<file path="src/rtl/vending_pkg.sv">
// Shared definitions for the vending-machine display/controller path:
// FSM state encoding, BCD digit width and small BCD helpers.
package vending_pkg;

  localparam int unsigned BCD_W = 4;

  typedef enum logic [1:0] {
    IDLE    = 2'd0,
    RUN     = 2'd1,
    PAUSE   = 2'd2,
    EXPIRED = 2'd3
  } state_e;

  typedef logic [BCD_W-1:0] bcd_t;

  // Out-of-range BCD digits saturate to 9 rather than wrapping.
  function automatic bcd_t bcd_clamp(input bcd_t d);
    return (d > 4'd9) ? 4'd9 : d;
  endfunction

  function automatic logic [6:0] bcd_value(input bcd_t tens, input bcd_t ones);
    return 7'(tens) * 7'd10 + 7'(ones);
  endfunction

endpackage

</file>
<file path="src/rtl/sec_countdown_if.sv">
// Control, preset and display signals between the vending controller
// and the seconds countdown timer.
interface sec_countdown_if;
  import vending_pkg::*;

  logic clk_1hz;
  logic start;
  logic hold;
  logic clear;
  bcd_t preset_tens;
  bcd_t preset_ones;
  bcd_t sec_tens;
  bcd_t sec_ones;
  logic running;
  logic expired;
  logic expire_pulse;
  logic warn;

  modport master (
    output clk_1hz, start, hold, clear, preset_tens, preset_ones,
    input  sec_tens, sec_ones, running, expired, expire_pulse, warn
  );

  modport slave (
    input  clk_1hz, start, hold, clear, preset_tens, preset_ones,
    output sec_tens, sec_ones, running, expired, expire_pulse, warn
  );

endinterface

</file>
<file path="src/rtl/sec_countdown_tick.sv">
// Rising-edge strobe for an already-synchronous 1 Hz level; reusable by
// any 1 Hz consumer in the clk_10khz domain.
module tick_edge_detect (
  input  logic clk,
  input  logic rst,
  input  logic i_level,
  output logic o_tick
);

  logic r_prev;

  // Loads even during reset, so a level already high at release is not a tick.
  always_ff @(posedge clk) begin
    r_prev <= i_level;
  end

  assign o_tick = i_level & ~r_prev & ~rst;

endmodule

</file>
<file path="src/rtl/sec_countdown.sv">
// Two-digit BCD seconds countdown: loads a preset, decrements once per
// 1 Hz tick, and flags expiry to the vending controller.
module sec_countdown
  import vending_pkg::*;
#(
  parameter int unsigned WARN_SEC = 5
) (
  input logic            clk_10khz,
  input logic            rst,
  sec_countdown_if.slave bus
);

  state_e     r_state;
  bcd_t       r_tens;
  bcd_t       r_ones;
  logic       r_expire_pulse;

  logic       w_tick;
  bcd_t       w_preset_tens;
  bcd_t       w_preset_ones;
  logic [6:0] w_count;

  tick_edge_detect u_tick (
    .clk     (clk_10khz),
    .rst     (rst),
    .i_level (bus.clk_1hz),
    .o_tick  (w_tick)
  );

  assign w_preset_tens = bcd_clamp(bus.preset_tens);
  assign w_preset_ones = bcd_clamp(bus.preset_ones);
  assign w_count       = bcd_value(r_tens, r_ones);

  // NOTE: all state here is written with <= so every branch sees the
  // pre-edge values of r_state/r_tens/r_ones regardless of statement order.
  always_ff @(posedge clk_10khz) begin
    if (rst) begin
      r_state        <= IDLE;
      r_tens         <= '0;
      r_ones         <= '0;
      r_expire_pulse <= 1'b0;
    end else begin
      r_expire_pulse <= 1'b0;
      if (bus.clear) begin
        r_state <= IDLE;
        r_tens  <= '0;
        r_ones  <= '0;
      end else if (bus.start) begin
        r_tens <= w_preset_tens;
        r_ones <= w_preset_ones;
        if (w_preset_tens == '0 && w_preset_ones == '0) begin
          r_state        <= EXPIRED;
          // Strobe only on entry, so a held start with preset 00 cannot repeat it.
          r_expire_pulse <= (r_state != EXPIRED);
        end else begin
          r_state <= RUN;
        end
      end else begin
        unique case (r_state)
          RUN: begin
            if (bus.hold) begin
              r_state <= PAUSE;
            end else if (w_tick) begin
              if (w_count == 7'd1) begin
                r_ones         <= '0;
                r_state        <= EXPIRED;
                r_expire_pulse <= 1'b1;
              end else if (w_count != 7'd0) begin
                if (r_ones == '0) begin
                  r_ones <= 4'd9;
                  r_tens <= r_tens - 4'd1;
                end else begin
                  r_ones <= r_ones - 4'd1;
                end
              end
            end
          end
          PAUSE: begin
            if (!bus.hold) r_state <= RUN;
          end
          default: ;
        endcase
      end
    end
  end

  assign bus.sec_tens     = r_tens;
  assign bus.sec_ones     = r_ones;
  assign bus.expire_pulse = r_expire_pulse;
  assign bus.running      = (r_state == RUN) || (r_state == PAUSE);
  assign bus.expired      = (r_state == EXPIRED);
  assign bus.warn         = bus.running && (w_count <= 7'(WARN_SEC));

endmodule
</file>
<file path="src/flat_wrapper.sv">
// flat-port wrapper written by rule: the top's interface ports become plain ports
module sec_countdown_flat import vending_pkg::*;
#(
  parameter int unsigned WARN_SEC = 5
)
  (clk_10khz, rst, bus_clk_1hz, bus_start, bus_hold, bus_clear, bus_preset_tens, bus_preset_ones, bus_sec_tens, bus_sec_ones, bus_running, bus_expired, bus_expire_pulse, bus_warn);
  sec_countdown_if bus_i ();
  input logic clk_10khz;
  input logic rst;
  input wire logic [$bits(bus_i.clk_1hz)-1:0] bus_clk_1hz;
  input wire logic [$bits(bus_i.start)-1:0] bus_start;
  input wire logic [$bits(bus_i.hold)-1:0] bus_hold;
  input wire logic [$bits(bus_i.clear)-1:0] bus_clear;
  input wire logic [$bits(bus_i.preset_tens)-1:0] bus_preset_tens;
  input wire logic [$bits(bus_i.preset_ones)-1:0] bus_preset_ones;
  output wire logic [$bits(bus_i.sec_tens)-1:0] bus_sec_tens;
  output wire logic [$bits(bus_i.sec_ones)-1:0] bus_sec_ones;
  output wire logic [$bits(bus_i.running)-1:0] bus_running;
  output wire logic [$bits(bus_i.expired)-1:0] bus_expired;
  output wire logic [$bits(bus_i.expire_pulse)-1:0] bus_expire_pulse;
  output wire logic [$bits(bus_i.warn)-1:0] bus_warn;
  assign bus_i.clk_1hz = bus_clk_1hz;
  assign bus_i.start = bus_start;
  assign bus_i.hold = bus_hold;
  assign bus_i.clear = bus_clear;
  assign bus_i.preset_tens = bus_preset_tens;
  assign bus_i.preset_ones = bus_preset_ones;
  assign bus_sec_tens = bus_i.sec_tens;
  assign bus_sec_ones = bus_i.sec_ones;
  assign bus_running = bus_i.running;
  assign bus_expired = bus_i.expired;
  assign bus_expire_pulse = bus_i.expire_pulse;
  assign bus_warn = bus_i.warn;
  sec_countdown #(.WARN_SEC(WARN_SEC)) u_core (.clk_10khz(clk_10khz), .rst(rst), .bus(bus_i));
endmodule
</file>
<file path="config.mk">
export PLATFORM = sky130hd
export DESIGN_NAME = sec_countdown_flat
export DESIGN_NICKNAME = d
export VERILOG_FILES = /design/src/rtl/vending_pkg.sv /design/src/rtl/sec_countdown_if.sv /design/src/rtl/sec_countdown_tick.sv /design/src/rtl/sec_countdown.sv /design/src/flat_wrapper.sv
export SDC_FILE = /design/constraint.sdc
export NUM_CORES = 1
export LEC_CHECK = 0
export CORE_AREA = 2 2 66 43
export CTS_CLUSTER_SIZE = 24
export DETAILED_ROUTE_END_ITERATION = 8
export DIE_AREA = 0 0 68 45
export HOLD_SLACK_MARGIN = 0.12
export PLACE_DENSITY_LB_ADDON = 0.15
export SLEW_MARGIN = 20
export SYNTH_ARGS = -nofsm -noshare
export SYNTH_HDL_FRONTEND = slang
export SYNTH_HIERARCHICAL = 1
export SYNTH_SLANG_ARGS = --single-unit
</file>
<file path="constraint.sdc">
create_clock -name clk_10khz -period 3.2 [get_ports clk_10khz]
set_clock_uncertainty 0.2 [all_clocks]
set_input_delay 0.48 -clock clk_10khz [delete_from_list [all_inputs] [get_ports clk_10khz]]
set_output_delay 0.48 -clock clk_10khz [all_outputs]
set_load 0.03 [all_outputs]
</file>
-- Yosys cells after proc, flatten, opt, wreduce, memory -nomap -nowiden
Index checks and enable logic that the tools add are counted.
Widths: inputs -> output; s select.
- logic and storage cells: 72
- input port bits: 14
- register bits after elaboration: 12
- bitwise logic cells: 4
- reduce and logical (&&, ||, !) cells: 17
- magnitude comparators: 3
- muxes and demuxes: 29
- multiply operators: 1
- equality and inequality tests: 10
- $add $sub $neg: 3
- operators by type and width (cell ; count):
    $mux 4 ; 16
    $logic_not 4->1 ; 3
    $mux 2 ; 6
    $gt 4x4->1 const B ; 2
    $reduce_and 4->1 ; 2
    $reduce_bool 2->1 ; 4
    $sub 4x1->4 const B ; 2
    $add 7x4->7 ; 1
    $eq 7x1->1 const B ; 1
    $le 7x3->1 const B ; 1
    $reduce_bool 7->1 ; 1
    $mul 4x3->6 const B ; 1
    $mux 1 ; 6
    $ne 2x2->1 const B ; 3
    $reduce_and 6->1 ; 1
    $reduce_bool 3->1 ; 2
    $eq 2x2->1 const B ; 2
    $ne 4x3->1 const B ; 1
    $ne 4x4->1 const B ; 1
    $pmux 2 s2 ; 1
    $ne 3x3->1 const B ; 1
    $and 1x1->1 ; 2
    $eq 2x1->1 const B ; 1
    $logic_and 1x1->1 ; 2
    other kinds (3) ; 4

-- Longest topological paths before layout
- word-level depth: 9
- mapped depth: 10
- depth with buffers taken out: 10

-- Modules after synthesis
The synthesis kept the hierarchy.
- modules (own cells, without submodules) (module ; area each (µm²) ; instances ; cells an instance):
    sec_countdown ; 1134.8 ; 1 ; 140
    tick_edge_detect ; 32.5 ; 1 ; 2

-- Worst setup path after synthesis
OpenSTA, ideal clock, no wires.
- kind: flip-flop to output port
- start point: register u_core.r_tens[1] (netlist: u_core/bus.sec_tens[1])
- end point: output port bus_warn
- arrival: 3.873 ns
- path slack: -1.353 ns
- cell stages (with the launch flop): 9
- path through: dfxtp_1 ha_1 ha_1 inv_1 fa_1 or3_4 a221oi_1 nor2_1 a2111oi_0
- longest elaborated chain between the ends: 4
- ends and longest elaborated chain (what ; RTL line ; source):
    from (decl) ; sec_countdown.sv:14 ; bcd_t r_tens;
    from (signal assigned) ; sec_countdown.sv:49 ; r_tens <= w_preset_tens;
    from (signal assigned) ; sec_countdown.sv:71 ; r_tens <= r_tens - 4'd1;
    $mul 4x3->6 ; vending_pkg.sv:22 ; return 7'(tens) * 7'd10 + 7'(ones);
    $add 7x4->7 ; vending_pkg.sv:22 ;
    $le 7x3->1 ; sec_countdown.sv:92 ; assign bus.warn = bus.running && (w_count <= 7'(WARN_SEC));
    $logic_and 1x1->1 ; sec_countdown.sv:92 ;
    to (decl) ; flat_wrapper.sv:21 ; output wire logic [$bits(bus_i.warn)-1:0] bus_warn;
No other way between the ends.

-- Final worst setup path
Same ends and word-level chain as after synthesis.

==> impl_metrics.ini <==
[pwr]
p_leak_uw = 0.000635
clockPowerShare_pct = 30.9
intPower_uw = 308
combPwrFrac_pct = 33.9
p_total_uw = 459
switching_power_uw = 151
ir_worst_vdd_uv = 221
swShare_pct = 32.9
power.density_mw_per_mm2 = 288
seqPwrFrac_pct = 35.2

[global_route]
grt_pass1_wl_microns = 5210
grt_pass1_vias = 1145
grt_max_degree = 23
grt-ovfl-total = 0
grt_use_total_pct = 23.3
antenna_found_initial = 0

[cts]
path_clk_slew_ns = 0.05
cts_root_buffer = clkbuf_8
numCtsBuffers = 3
cts.sinks = 12
cts_tree = built
clockBufferDepth = 2
clk-insertion-delay-late_ns = 0.24
htreeDepth = 1

[synthesis]
synth-adder-area-share_pct = 16.3
yosysWarnings = 6
synth_top_family_by_area = simple AND/OR/NAND/NOR gates
muxShareOfSynthArea_pct = 2.57
yosys_most_used_dff = dfxtp_1
synth_simple_gate_area_share_pct = 24.9
synth_xor_area_share_pct = 3.00
synth_compound_area_share_pct = 24.7
synthArstFlopShare_pct = 0
synth_edf_count = 0
synthesis.nets = 170
syn_inst = 142
synthDistinctLibCells = 50
ys_seq_area_share_pct = 20.6
ys_ff_latch = 12
syn_avg_cell_area_sq_um = 8.22
syn_area_sq_mm = 0.00117

[sta]
min_period_ns = 3.36
worst_pin_slew_ns = 0.536
finalWorstSetupSlack_ns = -0.160
final-setup-viol-count = 1
timing.final.crit_share_pct = 105
slew_viol_final = 0
finalHoldViolCount = 0
tns_ns = -0.160
rsz0062_at_grt = yes
slew-limit-headroom_pct = 64.2
fmax_mhz = 298

[worst_setup_path]
cp-end-kind = output port
cp.arrival_ns = 2.68
path_class = reg2out
cp.required_ns = 2.52
cp_max_fo = 3
crit_path_start_kind = flip-flop
ff2ff_setup_slack_ns = 0.08

[routing]
drc = 0
wl_per_cell_microns = 15.7
drtIter0Drc = 91
first_pass_iters = 4
vias = 1191
via_per_inst = 5.78
drt-total-wl_microns = 3240
ant_nets = 0

[die]
num_rows = 14
dieArea_sq_mm = 0.00306
core_sq_mm = 0.00242
ios = 26
die_w_microns = 68
start_util_pct = 48.3
die_h_microns = 45

[min_path]
hold_class = reg2reg

[place]
port_buffers = 25
dp_slack_ns = 0.0111
hpwl_microns = 2500
place.gp.congestion = 0.830

[cells_and_area]
drive_gt1_share_pct = 19.5
fin_util_pct = 65.9
register_area_sq_um = 250
fill_cells = 186
diodes = 0
syn2layout_area_growth_pct = 36.5
multi_input_area_sq_um = 883
finalNetCount = 203

[outcome]
status = finished with violations
failed_checks = setup timing

[flow_run]
drv_cap = 0
[layer usage]
| metal | global-route usage [%] | wire, microns | vias to the layer above |
|---|---|---|---|
| li1 | - | - | 585 |
| met5 | 0 | 0 | - |
| met4 | 4.00 | 29 | 0 |
| met3 | 9.98 | 284 | 6 |
| met2 | 35.3 | 1390 | 44 |
| met1 | 31.4 | 1530 | 556 |
[worst max-delay path: stages (launching register included)]
cell,delay (ns)
dfxtp_4,0.35
ha_4,0.25
ha_1,0.16
inv_2,0.04
fa_2,0.36
xor2_2,0.16
or3_4,0.34
a221oi_2,0.28
nor2_2,0.08
a2111oi_4,0.19
buf_4,0.21
[power groups by stage]
stage	Sequential [uW]	Combinational, uW	Clock, uW
5_1_grt	162	167	150
3_3_place_gp	164	144	0
3_5_place_dp	165	147	0
6_report	162	155	142
4_1_cts	161	151	146
2_1_floorplan	171	86.1	0
[final timing paths]
kind                          start                     end  depth (start not counted)
max          u_core/bus.sec_tens[1]                bus_warn                         10
min               u_core/r_state[0]       u_core/r_state[0]                          3
max reg2reg  u_core/bus.sec_tens[1]  u_core/bus.sec_ones[3]                         12
min reg2reg       u_core/r_state[0]       u_core/r_state[0]                          3
[cells in the final DEF (no fill, tap or decap), drive strengths merged, types with 2 or more instances in the layout]
cell and n:
clkdlybuf4s50 24, inv 18, ha 12, dfxtp 12, nor2 10, buf 9
a21oi 9, o21ai 8, nor3 7, nand2 6, nand3 4, a221oi 4
nor4 4, clkbuf 3, mux2i 3, o21a 3, or2 3, nor2b 2
and2 2, xnor2 2, a31oi 2, o22ai 2, o211ai 2, xor2 2
or3 2, nor3b 2, fa 2
[area by class of cell]
cell class                      count  area share (%)
Tap cell                           32            2.51
Clock buffer                        3            2.59
Multi-Input combinational cell    107            55.4
Inverter                           18            4.24
Timing Repair Buffer               33            19.3
Clock inverter                      1           0.235
Sequential cell                    12            15.7
[cells in the mapped netlist, types with 2 or more instances]
master | number | area [sq um]
a31oi_1 | 2 | 12.5
clkbuf_1 | 4 | 15.0
mux2i_1 | 3 | 30.0
a221oi_1 | 3 | 26.3
xnor2_1 | 2 | 17.5
a21oi_1 | 8 | 40.0
o21ai_0 | 7 | 35.0
dfxtp_1 | 12 | 240
nor2_1 | 9 | 33.8
xor2_1 | 2 | 17.5
fa_1 | 2 | 40.0
o22ai_1 | 2 | 12.5
o211ai_1 | 2 | 15.0
nand3_1 | 4 | 20.0
and2_1 | 2 | 12.5
o21a_1 | 3 | 22.5
or2_2 | 2 | 12.5
nand2_1 | 6 | 22.5
nor2b_1 | 2 | 12.5
ha_1 | 12 | 150
nor3_1 | 6 | 30.0
inv_1 | 18 | 67.6
nor4_1 | 2 | 12.5
[through the flow]
step	cell area, sq um	instances	hold WS (ns)
finish	1590	206	0.459
global route	1590	206	0.497
CTS	1590	206	0.451
detailed placement	1500	199	0.441
global placement	1500	199	0.436
floorplan	1200	142	0.308
[state kept, by name (all words and copies together), names as in the netlist]
register and flops:
u_core/bus.sec_tens 4, u_core/r_state 2, u_core/bus.sec_ones 4, u_core/u_tick/r_prev 1, u_core/bus.expire_pulse 1
[cells by family (layout without fill, tap and decap cells)]
group,Yosys count,count (layout)
compound gates,39,39
flops,12,12
buf+inv,23,55
xor+xnor,4,4
mux,3,3
fa+ha+maj,14,14
simple gates,47,47
[timing repair]
item | in CTS | in global routing
endpoints found under the setup margin | 1 | 4
pin swaps | 4 | 1
hold buffers | 0 | 0
resized for setup | 3 | 2
buffers inserted | 3 | 0
gates cloned | 0 | 0
(Power assumes the default switching activity.)
==> RTL edit 1: new RTL, same settings <==
The package constant `BCD_W` goes from 4 to 5.
--- a/src/rtl/vending_pkg.sv
+++ b/src/rtl/vending_pkg.sv
@@ -4,3 +4,3 @@
 
-  localparam int unsigned BCD_W = 4;
+  localparam int unsigned BCD_W = 5;
 
Ports: changed (resized bus_preset_ones, bus_preset_tens, bus_sec_ones and bus_sec_tens); port bits go from 26 to 30. No check against the original RTL was run, so the function may have changed too.
==> RTL edit 1 against the original RTL <==
Critical path depth shrank 1. Routed wire length up 23%. Via count is 21% higher. Setup slack gained 0.20 ns. Synthesized cell count grew 19%. Sequential cell count increased by 2. Maximum frequency is 6.2% higher. Sequential power up 16%. Power grew 16%. Global-route usage rose by 4.2 points. Synthesized area is 14% higher. Design area is 14% higher.
==> RTL edit 1: results (changes against the original RTL) <==
status = finished clean
maximum vdd drop = 0.2208 mV (about the same)
clock network share of area = 3.020% (+0.19 points)
Signal buf overhead = 18.46% (-0.85 points)
post-CTS setup buffer count = 0 (-3)
Seq power = 0.000188 W (+16%)
CTS Sinks = 14 (+2)
Seq/Total Area, Yosys = 21.03% (+0.45 points)
IO buf count = 29 (+16%)
Compound-Gate Fraction of Synth Area = 25.07% (+0.42 points)
Routed WL = 3982 um (+23%)
area post-placement = 1664 um^2 (+11%)
Placed Cells = 229 (+15%)
Iter 0 DRT Violations = 103 (+13%)
total negative slack = 0 ns (+0.1602 ns)
clock-net power = 0.000177 W (+25%)
post-synthesis mux area share = 0% (-2.6 points)
synth-to-layout area growth = 36.81%
syn_nets = 201 (+18%)
share of total power in the clock network = 33.3% (+2.4 points)
crit path DAT = 2.48 ns (-0.20 ns)
largest net degree at the start of global routing = 15 (-35%)
Min-Delay Path Depth = 1 (-2)
Post-CTS Resized = 0 (-3)
Post-Layout Cell Count = 237 (+15%)
Worst Hold Endpoint = u_core/bus.sec_ones[4]
-- RTL edit 1: cell count changes in the layout (fill, tap and decap cells not counted), moves of 4 or more --
cell,delta
nor2_1,+14
nand2_1,+5
nand3_1,+7
clkdlybuf4s50_1,+4
inv_1,-4
a31oi_1,+5
-- RTL edit 1: how the worst max path moves through the flow --
stage / endpoint / slack, ns
after floorplan: bus_warn / 0.001
after global placement: u_core/r_state[0] / 0.26
after detailed placement: u_core/r_state[0] / 0.15
after CTS: bus_warn / 0.01
after global routing: bus_warn / -0.04
final: bus_warn / 0.04
-- RTL edit 1: critical path, delay by kind of cell (launching register included) --
family	cells	cell delay (ns)
AOI/OAI and AO/OA	2	0.26
DFF	1	0.36
buffers and inverters	2	0.17
adders and majority gates	3	0.73
xor gates and xnor gates	1	0.45
and+or+nand+nor	1	0.25
-- RTL edit 1: metal layers --
layer	track usage [%]	vias up	share of wire (%)
met1	37.87	664	46
li1	-	691	-
met4	8.800	0	1.8
met2	42.52	74	44
met5	1.786	-	0
met3	6.484	8	8.7
==> RTL edit 2: new RTL, same settings <==
Without the edit above. Make the reset (`rst`) asynchronous in one clocked block.
--- a/src/rtl/sec_countdown.sv
+++ b/src/rtl/sec_countdown.sv
@@ -35,3 +35,3 @@
   // pre-edge values of r_state/r_tens/r_ones regardless of statement order.
-  always_ff @(posedge clk_10khz) begin
+  always_ff @(posedge clk_10khz or posedge rst) begin
     if (rst) begin
Behaviour: differs if rst is asserted again (counterexample within 4 cycles, from zero or initial values and one cycle with rst high); with rst held inactive, the same outputs for 10 cycles.
==> RTL edit 2 against the original RTL <==
Synthesized area down 6.1%. Sequential power is 16% higher. Die area stayed put. Design area fell by 7.0%. Global-route usage shrank 2.5 points. Power up 32%. Routed wire length fell by 14%. Sequential cell count unchanged. Setup slack better by 0.27 ns. Sequential share of layout area is 4.4 points higher. Highest routed layer unchanged.
==> RTL edit 2: results (changes against the original RTL) <==
initial antenna violation count = 0 (unchanged)
cells on worst reg2reg path = 10 (-2)
Post-DP HPWL = 2218 um (-11%)
Routed WL = 2798 um (-14%)
largest net degree at the start of global routing = 14 (-39%)
Synth async-reset ratio = 91.67% (+92 points)
adder-cell share of the synthesized area = 17.35% (+1.1 points)
later-pin clock latency in the skew report = 0.24 ns (about the same)
vias in the first global route = 958 (-16%)
layout cells sized above 1 = 12.50% (-7.0 points)
area post-placement = 1420 um^2 (-5.4%)
LEAKAGE = 0.6754 nW (+6.3%)
via density per instance = 5.594 (-3.2%)
GPL Wtd Cong = 0.9313 (+12%)
nets@finish = 189 (-6.9%)
crit path DAT = 2.41 ns (-0.27 ns)
Fillers = 193 (+3.8%)
Yosys warnings = 6 (unchanged)
Slew HR = 70.30% (+6.1 points)
post-synthesis mux area share = 3.995% (+1.4 points)
Yosys cell types = 46 (-8.0%)
Compound-Gate Fraction of Synth Area = 21.69% (-3.0 points)
CTS root buf = clkbuf_8
maximum vdd drop = 0.3520 mV (+59%)
status = finished clean
leading cell types by count after synthesis = inv_1 (15), ha_1 (12), dfrtp_1 (11)
Seq/Total Area, Yosys = 26.94% (+6.4 points)
gr usage total = 20.80% (-2.5 points)
Post-Synth XOR/XNOR Area = 3.196% (+0.20 points)
first-pass GRT wire length = 4533 um (-13%)
synth top area cells = dfrtp_1 (25%), ha_1 (14%), inv_1 (5.1%), a21oi_1 (3.7%), fa_1 (3.7%)
Min-Delay Path Class = input pin to async pin
Iter 0 DRT Violations = 51 (-44%)
Largest stage delay, worst path = 0.45 ns (+0.09 ns)
syn_nets = 155 (-8.8%)
DR pass1 iterations = 4 (unchanged)
Clock Path Buffers = 2 (unchanged)
-- RTL edit 2: cell count changes in the layout (fill, tap and decap cells not counted), moves of 3 or more --
cell     before  now
dfrtp_1       0    9
dfxtp_1       8    1
nand3_1       4    1
nor3_1        6    2
o31ai_1       0    3
-- RTL edit 2: cell type report --
type / instances / area (um^2) / area share (%)
flip-flops and latches: 12 / 297.8 / 20.08
inverters: 15 / 56.30 / 3.797
well taps: 32 / 40.04 / 2.700
repair buffers: 32 / 300.3 / 20.25
clock buffers: 4 / 45.04 / 3.038
multi-input cells: 97 / 743.2 / 50.13
-- RTL edit 2: worst reg2reg max path, stage by stage, from the launching register on --
cell	delay, ns
dfrtp_2	0.40
ha_1	0.29
ha_1	0.19
inv_1	0.06
fa_2	0.45
and3_1	0.18
o211a_1	0.23
or2_4	0.27
or3_1	0.39
xnor2_1	0.13
o21a_1	0.16
-- RTL edit 2: layer usage --
metal	vias to the layer above	GRT usage, %	wire length (um)
met5	-	0	0
met4	0	4.800	11
met3	2	5.985	201
met2	45	30.87	1254
met1	505	30.05	1330
li1	522	-	-
-- RTL edit 2: path summary, 6_finish.rpt --
| check | from | endpoint | slack, ns |
|---|---|---|---|
| min in group clk_10khz | u_core/r_state[0] | u_core/r_state[0] | 0.39 |
| worst max-delay path | u_core/bus.sec_tens[1] | bus_warn | 0.11 |
| worst min register to register | u_core/r_state[0] | u_core/r_state[0] | 0.39 |
| max in group asynchronous | rst | u_core/bus.sec_tens[3] | 2.07 |
| worst min-delay path | rst | u_core/bus.sec_ones[1] | 0.39 |
| worst max register to register | u_core/bus.sec_tens[1] | u_core/bus.sec_tens[3] | 0.13 |
-- RTL edit 2: metrics by stage --
step | setup WS, ns | total power (W) | cells | hold slack [ns]
5_1_grt | 0.004689 | 0.0006465 | 192 | 0.4121
6_report | 0.1075 | 0.0006044 | 192 | 0.3851
3_5_place_dp | 0.07495 | 0.0004564 | 187 | 0.3701
2_1_floorplan | 0.04219 | 0.0003596 | 127 | 0.1323
4_1_cts | 0.07504 | 0.0006021 | 191 | 0.3847
3_3_place_gp | 0.1226 | 0.0004511 | 187 | 0.3511
-- RTL edit 2: timing repair --
action	CTS	global route
resized for setup	0	2
setup endpoints to repair	0	3
setup buffers	0	1
-- RTL edit 2: cells by family (layout without fill, tap and decap cells) --
kind of cell / count (synthesis) / count (layout)
AOI/OAI and AO/OA: 35 / 35
DFF: 12 / 12
muxes: 4 / 4
and+or+nand+nor: 40 / 40
xor gates and xnor gates: 4 / 4
buffers and inverters: 18 / 51
adders and majority gates: 14 / 14
-- RTL edit 2: where the power goes --
group          switching, W  internal, W
registers         0.0000204     0.000167
clock network     0.0000545    0.0000877
logic              0.000152     0.000122
